<file path="src/rtl/group_wb_collector_if.sv">
// Handshake bundle for group_wb_collector.
//   grp_*  : register-group offer (base vreg + encoded LMUL), valid/ready
//   res_*  : micro-op results tagged with their index in the group, valid/ready
//   wr_*   : vregfile write port, en/ready
// slave  = the collector, master = whoever drives groups/results and the vregfile side.
interface group_wb_collector_if #(parameter int VLEN = 128);
  logic            grp_valid;
  logic            grp_ready;
  logic [4:0]      grp_rdest;
  logic [2:0]      grp_lmul;
  logic            res_valid;
  logic            res_ready;
  logic [2:0]      res_idx;
  logic [VLEN-1:0] res_data;
  logic            wr_en;
  logic            wr_ready;
  logic [4:0]      wr_addr;
  logic [VLEN-1:0] wr_data;

  modport slave (
    input  grp_valid, grp_rdest, grp_lmul, res_valid, res_idx, res_data, wr_ready,
    output grp_ready, res_ready, wr_en, wr_addr, wr_data
  );

  modport master (
    output grp_valid, grp_rdest, grp_lmul, res_valid, res_idx, res_data, wr_ready,
    input  grp_ready, res_ready, wr_en, wr_addr, wr_data
  );
endinterface

</file>
<file path="src/rtl/group_wb_collector.sv">
// group_wb_collector: accepts a vector register group (base vreg + LMUL), then
// collects LMUL in-order micro-op results and writes each one to the vregfile
// at base+idx (mod 32) through a single-entry output register.
// Ports:
//   clk, rst_n : clock, synchronous active-low reset
//   bus        : group/result/write handshakes (slave side)
//   flush      : abort the current group (highest priority)
//   grp_done   : 1-cycle pulse after the last register of a group is written
//   err        : 1-cycle pulse for illegal LMUL or out-of-order result index
//   busy       : collecting a group
module group_wb_collector #(parameter int VLEN = 128) (
  input  logic                  clk,
  input  logic                  rst_n,
  group_wb_collector_if.slave   bus,
  input  logic                  flush,
  output logic                  grp_done,
  output logic                  err,
  output logic                  busy
);
  typedef enum logic {IDLE, COLLECT} state_t;

  state_t          state_q, state_d;
  logic [3:0]      cnt_q, cnt_d;
  logic [3:0]      total_q, total_d;
  logic [4:0]      base_q, base_d;
  logic            wr_en_q, wr_en_d;
  logic [4:0]      wr_addr_q, wr_addr_d;
  logic [VLEN-1:0] wr_data_q, wr_data_d;
  logic            last_q, last_d;
  logic            grp_done_q, grp_done_d;
  logic            err_q, err_d;

  logic accept, wr_fire;

  // Results stop being accepted once all LMUL indices have been taken, so a
  // trailing result can never be confused with the next group.
  assign bus.res_ready = rst_n && (state_q == COLLECT) && (cnt_q < total_q) &&
                         (!wr_en_q || bus.wr_ready);
  assign bus.grp_ready = rst_n && (state_q == IDLE);
  assign bus.wr_en     = wr_en_q;
  assign bus.wr_addr   = wr_addr_q;
  assign bus.wr_data   = wr_data_q;
  assign grp_done      = grp_done_q;
  assign err           = err_q;
  assign busy          = (state_q == COLLECT);

  assign accept  = bus.res_valid && bus.res_ready;
  assign wr_fire = wr_en_q && bus.wr_ready;

  always_comb begin
    state_d    = state_q;
    cnt_d      = cnt_q;
    total_d    = total_q;
    base_d     = base_q;
    wr_en_d    = wr_en_q;
    wr_addr_d  = wr_addr_q;
    wr_data_d  = wr_data_q;
    last_d     = last_q;
    grp_done_d = 1'b0;
    err_d      = 1'b0;

    // Draining the output register; may be refilled below in the same cycle.
    if (wr_fire) wr_en_d = 1'b0;

    case (state_q)
      IDLE: begin
        if (bus.grp_valid) begin
          if (bus.grp_lmul[2]) begin
            err_d = 1'b1;
          end else begin
            base_d  = bus.grp_rdest;
            total_d = 4'd1 << bus.grp_lmul[1:0];
            cnt_d   = 4'd0;
            state_d = COLLECT;
          end
        end
      end
      COLLECT: begin
        if (wr_fire && last_q) begin
          grp_done_d = 1'b1;
          last_d     = 1'b0;
          state_d    = IDLE;
        end
        if (accept) begin
          if ({1'b0, bus.res_idx} == cnt_q) begin
            wr_en_d   = 1'b1;
            wr_addr_d = base_q + {1'b0, cnt_q};   // 5-bit wrap
            wr_data_d = bus.res_data;
            last_d    = (cnt_q == total_q - 4'd1);
            cnt_d     = cnt_q + 4'd1;
          end else begin
            err_d = 1'b1;
          end
        end
      end
      default: state_d = IDLE;
    endcase

    if (flush) begin
      state_d    = IDLE;
      wr_en_d    = 1'b0;
      cnt_d      = 4'd0;
      last_d     = 1'b0;
      grp_done_d = 1'b0;
      err_d      = 1'b0;
    end
  end

  always_ff @(posedge clk) begin
    if (!rst_n) begin
      state_q    <= IDLE;
      cnt_q      <= '0;
      total_q    <= '0;
      base_q     <= '0;
      wr_en_q    <= 1'b0;
      wr_addr_q  <= '0;
      wr_data_q  <= '0;
      last_q     <= 1'b0;
      grp_done_q <= 1'b0;
      err_q      <= 1'b0;
    end else begin
      state_q    <= state_d;
      cnt_q      <= cnt_d;
      total_q    <= total_d;
      base_q     <= base_d;
      wr_en_q    <= wr_en_d;
      wr_addr_q  <= wr_addr_d;
      wr_data_q  <= wr_data_d;
      last_q     <= last_d;
      grp_done_q <= grp_done_d;
      err_q      <= err_d;
    end
  end
endmodule

</file>
<file path="src/flat_wrapper.sv">
// flat-port wrapper written by rule: the top's interface ports become plain ports
module group_wb_collector_flat 
#(parameter int VLEN = 128)
  (clk, rst_n, flush, grp_done, err, busy, bus_grp_valid, bus_grp_rdest, bus_grp_lmul, bus_res_valid, bus_res_idx, bus_res_data, bus_wr_ready, bus_grp_ready, bus_res_ready, bus_wr_en, bus_wr_addr, bus_wr_data);
  group_wb_collector_if #(.VLEN(VLEN)) bus_i ();
  input  logic clk;
  input  logic rst_n;
  input  logic flush;
  output logic grp_done;
  output logic err;
  output logic busy;
  input wire logic [$bits(bus_i.grp_valid)-1:0] bus_grp_valid;
  input wire logic [$bits(bus_i.grp_rdest)-1:0] bus_grp_rdest;
  input wire logic [$bits(bus_i.grp_lmul)-1:0] bus_grp_lmul;
  input wire logic [$bits(bus_i.res_valid)-1:0] bus_res_valid;
  input wire logic [$bits(bus_i.res_idx)-1:0] bus_res_idx;
  input wire logic [$bits(bus_i.res_data)-1:0] bus_res_data;
  input wire logic [$bits(bus_i.wr_ready)-1:0] bus_wr_ready;
  output wire logic [$bits(bus_i.grp_ready)-1:0] bus_grp_ready;
  output wire logic [$bits(bus_i.res_ready)-1:0] bus_res_ready;
  output wire logic [$bits(bus_i.wr_en)-1:0] bus_wr_en;
  output wire logic [$bits(bus_i.wr_addr)-1:0] bus_wr_addr;
  output wire logic [$bits(bus_i.wr_data)-1:0] bus_wr_data;
  assign bus_i.grp_valid = bus_grp_valid;
  assign bus_i.grp_rdest = bus_grp_rdest;
  assign bus_i.grp_lmul = bus_grp_lmul;
  assign bus_i.res_valid = bus_res_valid;
  assign bus_i.res_idx = bus_res_idx;
  assign bus_i.res_data = bus_res_data;
  assign bus_i.wr_ready = bus_wr_ready;
  assign bus_grp_ready = bus_i.grp_ready;
  assign bus_res_ready = bus_i.res_ready;
  assign bus_wr_en = bus_i.wr_en;
  assign bus_wr_addr = bus_i.wr_addr;
  assign bus_wr_data = bus_i.wr_data;
  group_wb_collector #(.VLEN(VLEN)) u_core (.clk(clk), .rst_n(rst_n), .bus(bus_i), .flush(flush), .grp_done(grp_done), .err(err), .busy(busy));
endmodule
</file>
<file path="config.mk">
export PLATFORM = sky130hd
export DESIGN_NAME = group_wb_collector_flat
export DESIGN_NICKNAME = d
export VERILOG_FILES = /design/src/rtl/group_wb_collector_if.sv /design/src/rtl/group_wb_collector.sv /design/src/flat_wrapper.sv
export SDC_FILE = /design/constraint.sdc
export NUM_CORES = 1
export LEC_CHECK = 0
export BUFFER_PORTS_ARGS = -buffer_cell sky130_fd_sc_hd__clkbuf_2
export CAP_MARGIN = 5
export CORE_MARGIN = 4
export CORE_UTILIZATION = 30
export CTS_CLUSTER_SIZE = 20
export DETAILED_ROUTE_END_ITERATION = 12
export PLACE_DENSITY = 0.64
export SETUP_SLACK_MARGIN = 0.4
export SYNTH_ARGS = -nofsm -noshare
export SYNTH_HDL_FRONTEND = slang
export SYNTH_SLANG_ARGS = --single-unit
</file>
<file path="constraint.sdc">
create_clock -name clk -period 2.3 [get_ports clk]
set_clock_uncertainty 0.15 [all_clocks]
set_input_delay 0.575 -clock clk [delete_from_list [all_inputs] [get_ports clk]]
set_output_delay 0.575 -clock clk [all_outputs]
set_load 0.05 [all_outputs]
</file>
==> results.cfg <==
[outcome]
status = complete, but fails checks
violations = setup timing

[clock_network]
cts-htree-levels = 4
clock_latency_ns = 0.41
clock_path_buffers = 2
cts.sinks = 151
clkTransAtPathRegs_ns = 0.07
holdBufCountCts = 0
numCtsBuffers = 17
tritoncts = built
root_buffer = clkbuf_16

[yosys]
ys_seq_area_frac = 0.499
synth.avg_cell_area_um2 = 8.54
synthAdderAreaFrac = 0.0240
synth-async-reset-ratio = 0
synth_compound_area_frac = 0.192
synth.mux.area_fraction = 0
yosys.area_share.simple = 0.213
synthDistinctLibCells = 38
synth_seq_cells = 151
synth_area_um2 = 6050
syn_nets = 865
synthCells = 709
synth_top_family_by_area = simple AND/OR/NAND/NOR gates
ys.flop_type = dfxtp_1
synth_warnings = 0
synth_edf_count = 0
synth-xor-area-share = 0.0159

[critical_path]
crit_path_max_incr_delay_ns = 0.60
worst_ep_required_time_ns = 2.45
cp_max_fo = 7
reg2reg_to = u_core.bus.wr_data[44]
critPathCaptureType = flop
r2r_slack_ns = -0.32
r2r_cells = 9
crit_buf_inv = 4
timing.critical_path.from_type = flop
slowest_stage = or4_4
worstSetupPathType = flop to flop
cp_top_family = simple AND/OR/NAND/NOR gates
cp.arrival_ns = 2.77
rr_startpoint = u_core.cnt_q[1]
crit_chain = buf_6 > xor2_4 > or4_4 > or4_4 > buf_12 > buf_12 > buf_16 > nand2_2 > a21boi_1

[sta]
max_clock_freq_mhz = 382
timing.hold.ws_ns = 0.226
finalSetupTns_ns = -30.84
grt_setup_unrepaired = true
finalMaxSlewViolations = 0
worst_slew_pin_slew_ns = 0.794
period_share = 1.14
fin_crit_ns = 2.62
finalSetupViolCount = 136
max_slew_margin = 0.471
hold_violations = 0
final.setup.worst_slack_ns = -0.316

[grt]
antenna_found_initial = 0
gr-usage-all-layers = 0.173
grt_pass1_wl_mm = 30.6
grt_remaining_overflow = 0
grt_pass1_vias = 6035
grt_max_degree = 96

[die]
die_h_um = 150
die_x_um = 150
dieArea_um2 = 22500
start_util = 0.308
rows = 51
ioPinCount = 284
core-area_um2 = 19700

[drt]
drt-initial-drc-count = 200
drt-met1-wl_mm = 8.56
antenna_left = 0
wire_per_inst_um = 15.6
wirelength_mm = 20.5
vias = 6028
wl_met3_mm = 1.66
viasPerCell = 4.57
first_pass_iters = 4
route.top_layer_used = met4
route.met2.wl_mm = 10.0
drc = 0

[finish]
fin_nets = 1197
fillers = 1837
mostFrequentLayoutCells = clkbuf_2 (279), nand2_1 (188), dfxtp_1 (146), a21boi_1 (91), nand2_2 (48)
utilization = 0.511
drive_above_1_share = 0.522
diodes = 0
final_common_cell = clkbuf_2
synthToLayoutAreaGrowth_pct = 66.0

[power_and_ir_drop]
vdd_drop_max_mv = 0.464
finalPower_w = 0.00593
leakagePower_nw = 4.20
power.internal_w = 0.00462
pwr-share-seq = 0.443
switching_share = 0.220
clkPwrFrac = 0.504
combPwrFrac = 0.053
p_sw_w = 0.00131
powerDensity_nw_per_um2 = 590

[placement]
globalplace.congestion = 0.777
place_ws_ns = -0.226
dpl.hpwl_mm = 12.9
io_buffers = 283

[worst_hold_path]
whs_endpoint = u_core.bus.wr_data[79]
hold_start = bus_res_data[79]
holdPathStages = 3
hold_path.class = primary input to flop

[job]
cap_violations = 0
[state kept, by name, summed over array words and instances (netlist names)]
signal              cells
u_core.grp_done         1
u_core.base_q           5
u_core.last_q           1
u_core.bus.wr_data    128
u_core.cnt_q            4
u_core.bus.wr_en        1
u_core.busy             1
u_core.bus.wr_addr      5
u_core.total_q          4
u_core.err              1
[layout make-up]
cell class,instances,area [µm²],area share
multi-input combinational,501,3450,0.344
timing repair buffer,361,2570,0.256
clock buffer,17,425,0.0423
sequential,151,3030,0.302
tap,265,332,0.0330
inverter,9,33.8,0.00336
clock inverter,14,196,0.0196
[cell usage after synthesis, types with 2 or more instances]
| master | count | area (µm²) |
|---|---|---|
| a21boi_0 | 16 | 120 |
| a21boi_1 | 123 | 923 |
| a21o_1 | 2 | 15.0 |
| a21oi_1 | 6 | 30.0 |
| buf_1 | 3 | 11.3 |
| buf_6 | 15 | 169 |
| clkbuf_1 | 30 | 113 |
| dfxtp_1 | 151 | 3020 |
| ha_1 | 10 | 125 |
| inv_1 | 9 | 33.8 |
| nand2_1 | 281 | 1050 |
| nand3_1 | 7 | 35.0 |
| nand3b_1 | 2 | 15.0 |
| nand4_1 | 2 | 12.5 |
| nor2_1 | 7 | 26.3 |
| nor2b_1 | 5 | 31.3 |
| nor3_1 | 4 | 20.0 |
| nor4_1 | 3 | 18.8 |
| o21a_1 | 2 | 15.0 |
| o21ai_1 | 3 | 15.0 |
| or4_4 | 2 | 22.5 |
| xnor2_1 | 5 | 43.8 |
| xor2_1 | 6 | 52.6 |
[logic make-up (layout without fill, tap and decap cells)]
family                     after synthesis  after routing
AOI/OAI and AO/OA                      158            158
adders and majority gates               11             11
DFF                                    151            151
buffers and inverters                   58            401
and+or+nand+nor                        320            321
xor gates and xnor gates                11             11
[power by group through the flow]
stage | Combinational (W) | Sequential (W) | Clock, W
floorplan | 0.000112 | 0.00269 | 0
global placement | 0.000287 | 0.00269 | 0
detailed placement | 0.000286 | 0.00269 | 0
CTS | 0.000300 | 0.00263 | 0.00306
global route | 0.000344 | 0.00263 | 0.00316
finish | 0.000316 | 0.00263 | 0.00299
[worst max-delay path by stage]
stage                            startpoint                     end  cells past startpoint
after floorplan              bus_res_idx[0]         u_core.cnt_q[1]                      7
after global placement       bus_res_idx[0]  u_core.bus.wr_data[14]                      7
after detailed placement     bus_res_idx[0]  u_core.bus.wr_data[17]                      7
after CTS                 u_core.total_q[1]           bus_res_ready                      7
after global routing        u_core.cnt_q[1]   u_core.bus.wr_addr[0]                      9
final                       u_core.cnt_q[1]  u_core.bus.wr_data[44]                      9
[through the flow]
step / instance area [µm²] / cells
6_report: 10000 / 1318
5_1_grt: 10000 / 1318
4_1_cts: 9420 / 1313
3_5_place_dp: 7950 / 1249
3_3_place_gp: 7950 / 1249
2_1_floorplan: 6080 / 709
[worst reg2reg max path: cells and delay by family (launching register included)]
family	cells	cell delay, ns
DFF	1	0.36
xor gates and xnor gates	1	0.15
AOI/OAI and AO/OA	1	0.05
and+or+nand+nor	3	1.19
buffers and inverters	4	0.61
[repair_timing]
| action | in CTS | in global routing |
|---|---|---|
| pin swaps | 43 | 85 |
| gates resized for setup | 81 | 160 |
| buffers inserted | 15 | 5 |
| endpoints found under the setup margin | 142 | 140 |
| cloned | 18 | 0 |
[per-layer routing]
metal | up-vias | GRT usage
met5 | - | 0
met4 | 0 | 0.0453
met3 | 19 | 0.0630
met2 | 208 | 0.297
met1 | 2808 | 0.205
li1 | 2993 | -
No activity file was read; power rests on OpenSTA's default activity.
